==> src/rtl/neuron_pkg.sv <==
`default_nettype none
// ============================================================================
// Module : neuron_pkg
// Brief  : Shared Q3.12 widths, reset values, pipeline depth, spike threshold
//          and sequencer state encoding for the neuron state scheduler.
// Rev    : 1.0 - initial release
// ============================================================================
package neuron_pkg;

    localparam int c_n_neurons = 64;
    localparam int c_w         = 16;
    localparam int c_core_lat  = 4;
    localparam int c_spk_depth = 8;

    localparam logic [15:0] c_spike_th = 16'h0800;
    localparam logic [15:0] c_v_reset  = 16'hECE1;
    localparam logic [15:0] c_w_reset  = 16'hF600;

    localparam int          c_st_w    = 3;
    localparam logic [2:0]  c_st_init  = 3'd0;
    localparam logic [2:0]  c_st_idle  = 3'd1;
    localparam logic [2:0]  c_st_issue = 3'd2;
    localparam logic [2:0]  c_st_drain = 3'd3;
    localparam logic [2:0]  c_st_done  = 3'd4;

    // Index width never collapses to zero, even for a single neuron.
    function automatic int idx_width(input int n);
        return (n > 1) ? $clog2(n) : 1;
    endfunction

endpackage
`default_nettype wire

==> src/rtl/spike_fifo.sv <==
`default_nettype none
// ============================================================================
// Module : spike_fifo
// Brief  : Synchronous first-word-fall-through FIFO for spiking neuron IDs;
//          a push into a full FIFO is accepted when a pop happens that cycle.
// Rev    : 1.0 - initial release
// ============================================================================
module spike_fifo #(
    parameter int DEPTH = 8,
    parameter int DW    = 6
) (
    input  wire logic          clk,
    input  wire logic          rst,
    input  wire logic          i_push,
    input  wire logic [DW-1:0] i_push_data,
    input  wire logic          i_pop,
    output logic      [DW-1:0] o_head,
    output logic               o_empty,
    output logic               o_full
);

    localparam int c_aw = (DEPTH > 1) ? $clog2(DEPTH) : 1;

    logic [DW-1:0] r_mem [DEPTH];
    logic [c_aw:0] r_wr_ptr;
    logic [c_aw:0] r_rd_ptr;
    logic          w_push_ok;
    logic          w_pop_ok;

    assign o_empty   = (r_wr_ptr == r_rd_ptr);
    assign o_full    = (r_wr_ptr[c_aw] != r_rd_ptr[c_aw]) &&
                       (r_wr_ptr[c_aw-1:0] == r_rd_ptr[c_aw-1:0]);
    assign w_pop_ok  = i_pop && !o_empty;
    assign w_push_ok = i_push && (!o_full || w_pop_ok);
    assign o_head    = r_mem[r_rd_ptr[c_aw-1:0]];

    always_ff @(posedge clk) begin
        if (rst) begin
            r_wr_ptr <= '0;
            r_rd_ptr <= '0;
        end else begin
            if (w_push_ok) r_wr_ptr <= r_wr_ptr + 1'b1;
            if (w_pop_ok)  r_rd_ptr <= r_rd_ptr + 1'b1;
        end
    end

    // When full, the slot being written is the one popped this same cycle.
    always_ff @(posedge clk) begin
        if (w_push_ok) r_mem[r_wr_ptr[c_aw-1:0]] <= i_push_data;
    end

endmodule
`default_nettype wire

==> src/rtl/neuron_state_scheduler.sv <==
`default_nettype none
// ============================================================================
// Module : neuron_state_scheduler
// Brief  : Sweeps per-neuron v/w state through a shared fixed-latency update
//          core, writes results back, and queues upward threshold crossings.
// Rev    : 1.0 - initial release
// ============================================================================
module neuron_state_scheduler
    import neuron_pkg::*;
#(
    parameter int           N_NEURONS = c_n_neurons,
    parameter int           W         = c_w,
    parameter int           CORE_LAT  = c_core_lat,
    parameter logic [W-1:0] SPIKE_TH  = c_spike_th,
    parameter logic [W-1:0] V_RESET   = c_v_reset,
    parameter logic [W-1:0] W_RESET   = c_w_reset,
    parameter int           SPK_DEPTH = c_spk_depth,
    localparam int          NW        = idx_width(N_NEURONS)
) (
    input  wire logic          clk,
    input  wire logic          rst,
    input  wire logic          step_start,
    output logic               busy,
    output logic               done,
    output logic [15:0]        step_count,
    output logic [NW-1:0]      i_addr,
    input  wire logic [W-1:0]  i_data,
    output logic [W-1:0]       core_v,
    output logic [W-1:0]       core_w,
    output logic [W-1:0]       core_i,
    input  wire logic [W-1:0]  core_v_out,
    input  wire logic [W-1:0]  core_w_out,
    output logic               spk_valid,
    output logic [NW-1:0]      spk_id,
    input  wire logic          spk_ready,
    output logic               spk_overflow
);

    localparam logic [NW-1:0] c_last = NW'(N_NEURONS - 1);

    logic [c_st_w-1:0] r_state;
    logic [NW-1:0]     r_idx;
    logic [W-1:0]      r_vmem [N_NEURONS];
    logic [W-1:0]      r_wmem [N_NEURONS];
    logic [W-1:0]      r_rd_v;
    logic [W-1:0]      r_rd_w;
    logic [W-1:0]      r_core_i;
    logic [15:0]       r_step_count;
    logic              r_ovf;

    // Writeback tracker: stage j holds the issue from j+1 cycles ago.
    logic [CORE_LAT:0] r_pv;
    logic [NW-1:0]     r_pidx [CORE_LAT+1];
    logic [W-1:0]      r_pold [1:CORE_LAT];

    logic              w_issue;
    logic              w_wb;
    logic [NW-1:0]     w_wb_idx;
    logic              w_spike;
    logic              w_pop;
    logic              w_empty;
    logic              w_full;
    logic [NW-1:0]     w_head;

    assign w_issue  = (r_state == c_st_issue);
    assign w_wb     = r_pv[CORE_LAT];
    assign w_wb_idx = r_pidx[CORE_LAT];
    assign w_spike  = w_wb &&
                      ($signed(r_pold[CORE_LAT]) < $signed(SPIKE_TH)) &&
                      ($signed(core_v_out) >= $signed(SPIKE_TH));
    assign w_pop    = spk_valid && spk_ready;

    assign busy         = (r_state != c_st_idle);
    assign done         = (r_state == c_st_done);
    assign step_count   = r_step_count;
    assign i_addr       = r_idx;
    assign core_v       = r_rd_v;
    assign core_w       = r_rd_w;
    assign core_i       = r_pv[0] ? i_data : r_core_i;
    assign spk_valid    = !w_empty;
    assign spk_id       = w_empty ? '0 : w_head;
    assign spk_overflow = r_ovf;

    always_ff @(posedge clk) begin
        if (rst) begin
            r_state      <= c_st_init;
            r_idx        <= '0;
            r_step_count <= '0;
            r_rd_v       <= '0;
            r_rd_w       <= '0;
            r_core_i     <= '0;
            r_pv         <= '0;
            r_ovf        <= 1'b0;
        end else begin
            r_pv <= {r_pv[CORE_LAT-1:0], w_issue};
            if (w_issue) begin
                r_rd_v <= r_vmem[r_idx];
                r_rd_w <= r_wmem[r_idx];
            end
            if (r_pv[0]) r_core_i <= i_data;
            if (w_spike && w_full && !w_pop) r_ovf <= 1'b1;

            case (r_state)
                c_st_init: begin
                    r_idx <= r_idx + NW'(1);
                    if (r_idx == c_last) begin
                        r_idx   <= '0;
                        r_state <= c_st_idle;
                    end
                end
                c_st_idle: begin
                    if (step_start) r_state <= c_st_issue;
                end
                c_st_issue: begin
                    r_idx <= r_idx + NW'(1);
                    if (r_idx == c_last) begin
                        r_idx   <= '0;
                        r_state <= c_st_drain;
                    end
                end
                c_st_drain: begin
                    if (w_wb && (w_wb_idx == c_last)) r_state <= c_st_done;
                end
                c_st_done: begin
                    r_step_count <= r_step_count + 16'd1;
                    r_state      <= c_st_idle;
                end
                default: r_state <= c_st_init;
            endcase
        end
    end

    // Index and old-v travel alongside the valid bits; only the valids need reset.
    always_ff @(posedge clk) begin
        r_pidx[0] <= r_idx;
        for (int j = 1; j <= CORE_LAT; j++) begin
            r_pidx[j] <= r_pidx[j-1];
        end
        r_pold[1] <= r_rd_v;
        for (int j = 2; j <= CORE_LAT; j++) begin
            r_pold[j] <= r_pold[j-1];
        end
    end

    always_ff @(posedge clk) begin
        if (!rst) begin
            if (r_state == c_st_init) begin
                r_vmem[r_idx] <= V_RESET;
                r_wmem[r_idx] <= W_RESET;
            end else if (w_wb) begin
                r_vmem[w_wb_idx] <= core_v_out;
                r_wmem[w_wb_idx] <= core_w_out;
            end
        end
    end

    spike_fifo #(
        .DEPTH (SPK_DEPTH),
        .DW    (NW)
    ) u_spike_fifo (
        .clk         (clk),
        .rst         (rst),
        .i_push      (w_spike),
        .i_push_data (w_wb_idx),
        .i_pop       (w_pop),
        .o_head      (w_head),
        .o_empty     (w_empty),
        .o_full      (w_full)
    );

endmodule
`default_nettype wire

==> config.mk <==
export PLATFORM = sky130hd
export DESIGN_NAME = neuron_state_scheduler
export DESIGN_NICKNAME = d
export VERILOG_FILES = /design/src/rtl/neuron_pkg.sv /design/src/rtl/spike_fifo.sv /design/src/rtl/neuron_state_scheduler.sv
export SDC_FILE = /design/constraint.sdc
export NUM_CORES = 2
export LEC_CHECK = 0
export ABC_AREA = 1
export ABC_CLOCK_PERIOD_IN_PS = 4890
export BUFFER_PORTS_ARGS = -buffer_cell sky130_fd_sc_hd__buf_2
export CAP_MARGIN = 20
export CORE_ASPECT_RATIO = 0.75
export CORE_MARGIN = 5
export CORE_UTILIZATION = 40
export DETAILED_ROUTE_END_ITERATION = 7
export PLACE_DENSITY = 0.61
export SLEW_MARGIN = 20
export SYNTH_ARGS = -nofsm -noshare
export SYNTH_HDL_FRONTEND = slang
export SYNTH_SLANG_ARGS = --single-unit
export TNS_END_PERCENT = 5
==> constraint.sdc <==
create_clock -name clk -period 4.89 [get_ports clk]
set_input_delay 0.7335 -clock clk [delete_from_list [all_inputs] [get_ports clk]]
set_output_delay 0.7335 -clock clk [all_outputs]
set_load 0.01 [all_outputs]
==> qor.yml <==
cts_num_sinks: 2236
critPathRequiredTime_ns: 5.42
nFillCells: 21333
nets: 9194
drt-wirelength-per-cell_um: 22.6
slew_headroom: 0.177
cpLargestDelayFamily: "simple AND/OR/NAND/NOR gates"
syn_nets: 9102
ir_drop_mv: 0.309
vias_per_cell: 5.18
start_kind: "register"
clockRootBuffer: "clkbuf_16"
syn_area_mm2: 0.0937
cts_resized: 0
drv_slew: 0
worst_pin_slew_ns: 1.23
io_buffers: 131
seq_area_mm2: 0.0658
avgSynthCellArea_um2: 10.4
htree_levels: 4
ys_seq_area_frac: 0.702
place_congestion: 0.851
yosysUniqueCellTypes: 41
holdPathEnd: "r_core_i[6]$_SDFF_PP0_"
multiInputGateArea_mm2: 0.0224
rsz0062_at_grt: "no"
clockBufferDepth: 4
grt_start_max_net_pins: 202
cts_tree: "built"
ant_nets: 0
area_growth_pct: 12.3
period_needed_ns: 4.18
worst-r2r-cell-count: 9
holdPathStages: 3
ys_warn_count: 0
row_count: 153
r2r_start: "r_state[2]$_SDFFE_PP0P_"
numCtsBuffers: 210
cpPeakStageDelay_ns: 0.82
hold_violations: 0
layout_common_cells: "nand2_1 (2997), edfxtp_1 (2096), inv_1 (1086), nand3_1 (948), nor2_1 (749)"
power_leakage_uw: 0.0432
yosys_register_bits: 2236
critPathLaunch: "r_state[2]$_SDFFE_PP0P_"
cp.depth: 9
die_x_um: 569
grt_antenna_before_repair: 19
insertion_delay_ns: 0.88
r2r-end: "r_vmem[39][1]$_DFFE_PP_"
drc_errors: 0
dieArea_mm2: 0.244
drt-pass1-iter-count: 8
skew_ns: 0.0648
io_pins: 132
drtIter0Drc: 7920
rrSetupSlack_ns: 0.71
drive_above_1_share: 0.0816
run_status: "finished, final reports clean"
initial_core_util: 0.403
netlist_instances: 9046
dp_hpwl_mm: 156
crit_type: "reg -> reg"
path_common_cell: "nor2_4"
crit_buf_inv: 2
grt_pass1_wl_mm: 405
crit_chain: "nor2_4, nand2_2, nand3_2, inv_1, nand2_1, o21ai_1, nand3_1, nor2_4, buf_4"
hold_start: "i_data[6]"
powerDensity_mw_per_mm2: 370
hp-class: "in -> reg"
grt_overflow_total: 0
wl_mm: 280
die_h_um: 429
path_max_fanout: 15
crit_path_end_kind: "register"
cts.clk_slew.worst_paths_ns: 0.06
layout_commonest_cell: "nand2_1"
maxCapViolCount: 0
critPathArrivalTime_ns: 4.71
power_uw: 38900
post-cts-setup-buffers: 0
cts_hold_buffers: 0
vias: 64225
max_freq_ghz: 0.239
fp.coreArea_mm2: 0.232
finalCritPeriodShare: 0.855
tns_ns: 0
grt_util_all_layers: 0.222
first_global_vias: 59804
finalSetupViolations: 0
crit_slowest_cell: "nor2_4"
-- power by group --
part | switching [µW] | internal [µW]
Combinational | 1790 | 664
Clock | 7090 | 8660
Sequential | 59.2 | 20700
Total | 8950 | 30000
-- kinds of logic after synthesis --
| kind of cell | count (synthesis) | synth area share |
|---|---|---|
| adder cells (fa/ha/maj) | 4 | 0.000534 |
| AO/OA/AOI/OAI | 401 | 0.0223 |
| XOR/XNOR | 9 | 0.000842 |
| AND/OR/NAND/NOR | 4841 | 0.209 |
| buffers and inverters | 1555 | 0.0658 |
| flip-flops | 2236 | 0.702 |
-- layer usage --
metal  vias up  part of all wire  GRT usage  routed length [µm]
met2      3064              0.45      0.345              126000
li1      29600                 -          -                   -
met1     31156              0.42      0.317              117000
met3       403             0.099     0.0427               27700
met5         -          0.000046          0                  13
met4         2             0.032     0.0686                9090
-- registers in the layout, summed over array words and instances, names as in the netlist, 4 cells and up, named ones only --
register,cells
r_vmem,1024
r_wmem,1024
u_spike_fifo.r_mem,48
r_pidx,30
r_pold,20
core_v,16
core_w,16
r_core_i,16
step_count,16
i_addr,6
r_pv,5
u_spike_fifo.r_rd_ptr,4
u_spike_fifo.r_wr_ptr,4
-- stage by stage --
step                      setup slack [ns]   util  instances  hold slack [ns]  area (µm²)
after floorplan                      0.420      -       9046            0.310       93700
after global placement               0.331  0.425      12025            0.311       98700
after detailed placement             0.361  0.425      12025            0.312       98700
after CTS                            0.855  0.452      12400            0.109      105000
after global routing                 0.629  0.453      12402            0.150      105000
final                                0.709  0.453      12403            0.163      105000
-- how the worst max path moves through the flow --
stage	end	slack [ns]
final	r_vmem[39][1]$_DFFE_PP_	0.71
after global routing	r_wmem[39][6]$_DFFE_PP_	0.63
after CTS	r_wmem[34][6]$_DFFE_PP_	0.85
after detailed placement	r_wmem[34][13]$_DFFE_PP_	0.36
after global placement	r_wmem[34][12]$_DFFE_PP_	0.33
after floorplan	r_vmem[8][0]$_DFFE_PP_	0.42
-- cells in the mapped netlist, drive strengths merged --
cell type     n  area, µm²
nand2      3003      11300
edfxtp     2096      62900
inv        1094       4110
nand3       949       4750
nor2        835       3150
o21ai       304       1550
buf         253       1280
clkbuf      205        769
dfxtp       140       2800
a21oi        73        369
or2          22        138
nor3         15       90.1
nand4        12       81.3
a31oi         9       56.3
o211ai        6       45.0
o22ai         6       37.5
xnor2         5       43.8
ha            4       50.1
xor2          4       35.0
clkinv        3       11.3
nor4          3       33.8
a211oi        1       7.51
and3          1       6.26
nor3b         1       7.51
o21a          1       7.51
o221a         1       11.3
-- worst register-to-register path: stages (launching register included) --
cell and delay, ns:
dfxtp_1 0.47, nor2_4 0.10, nand2_2 0.09, nand3_2 0.34, inv_1 0.40, nand2_1 0.10
o21ai_1 0.43, nand3_1 0.77, nor2_4 0.83, buf_4 0.34
-- final cells by class --
class                           instances  area share
Multi-Input combinational cell       5255       0.213
Clock inverter                        108     0.00789
Sequential cell                      2236       0.625
Tap cell                             3100      0.0369
Inverter                             1097      0.0394
Clock buffer                          267      0.0533
Timing Repair Buffer                  338      0.0245
Antenna cell                            2   0.0000476
Power figures use the tool's default switching activity.
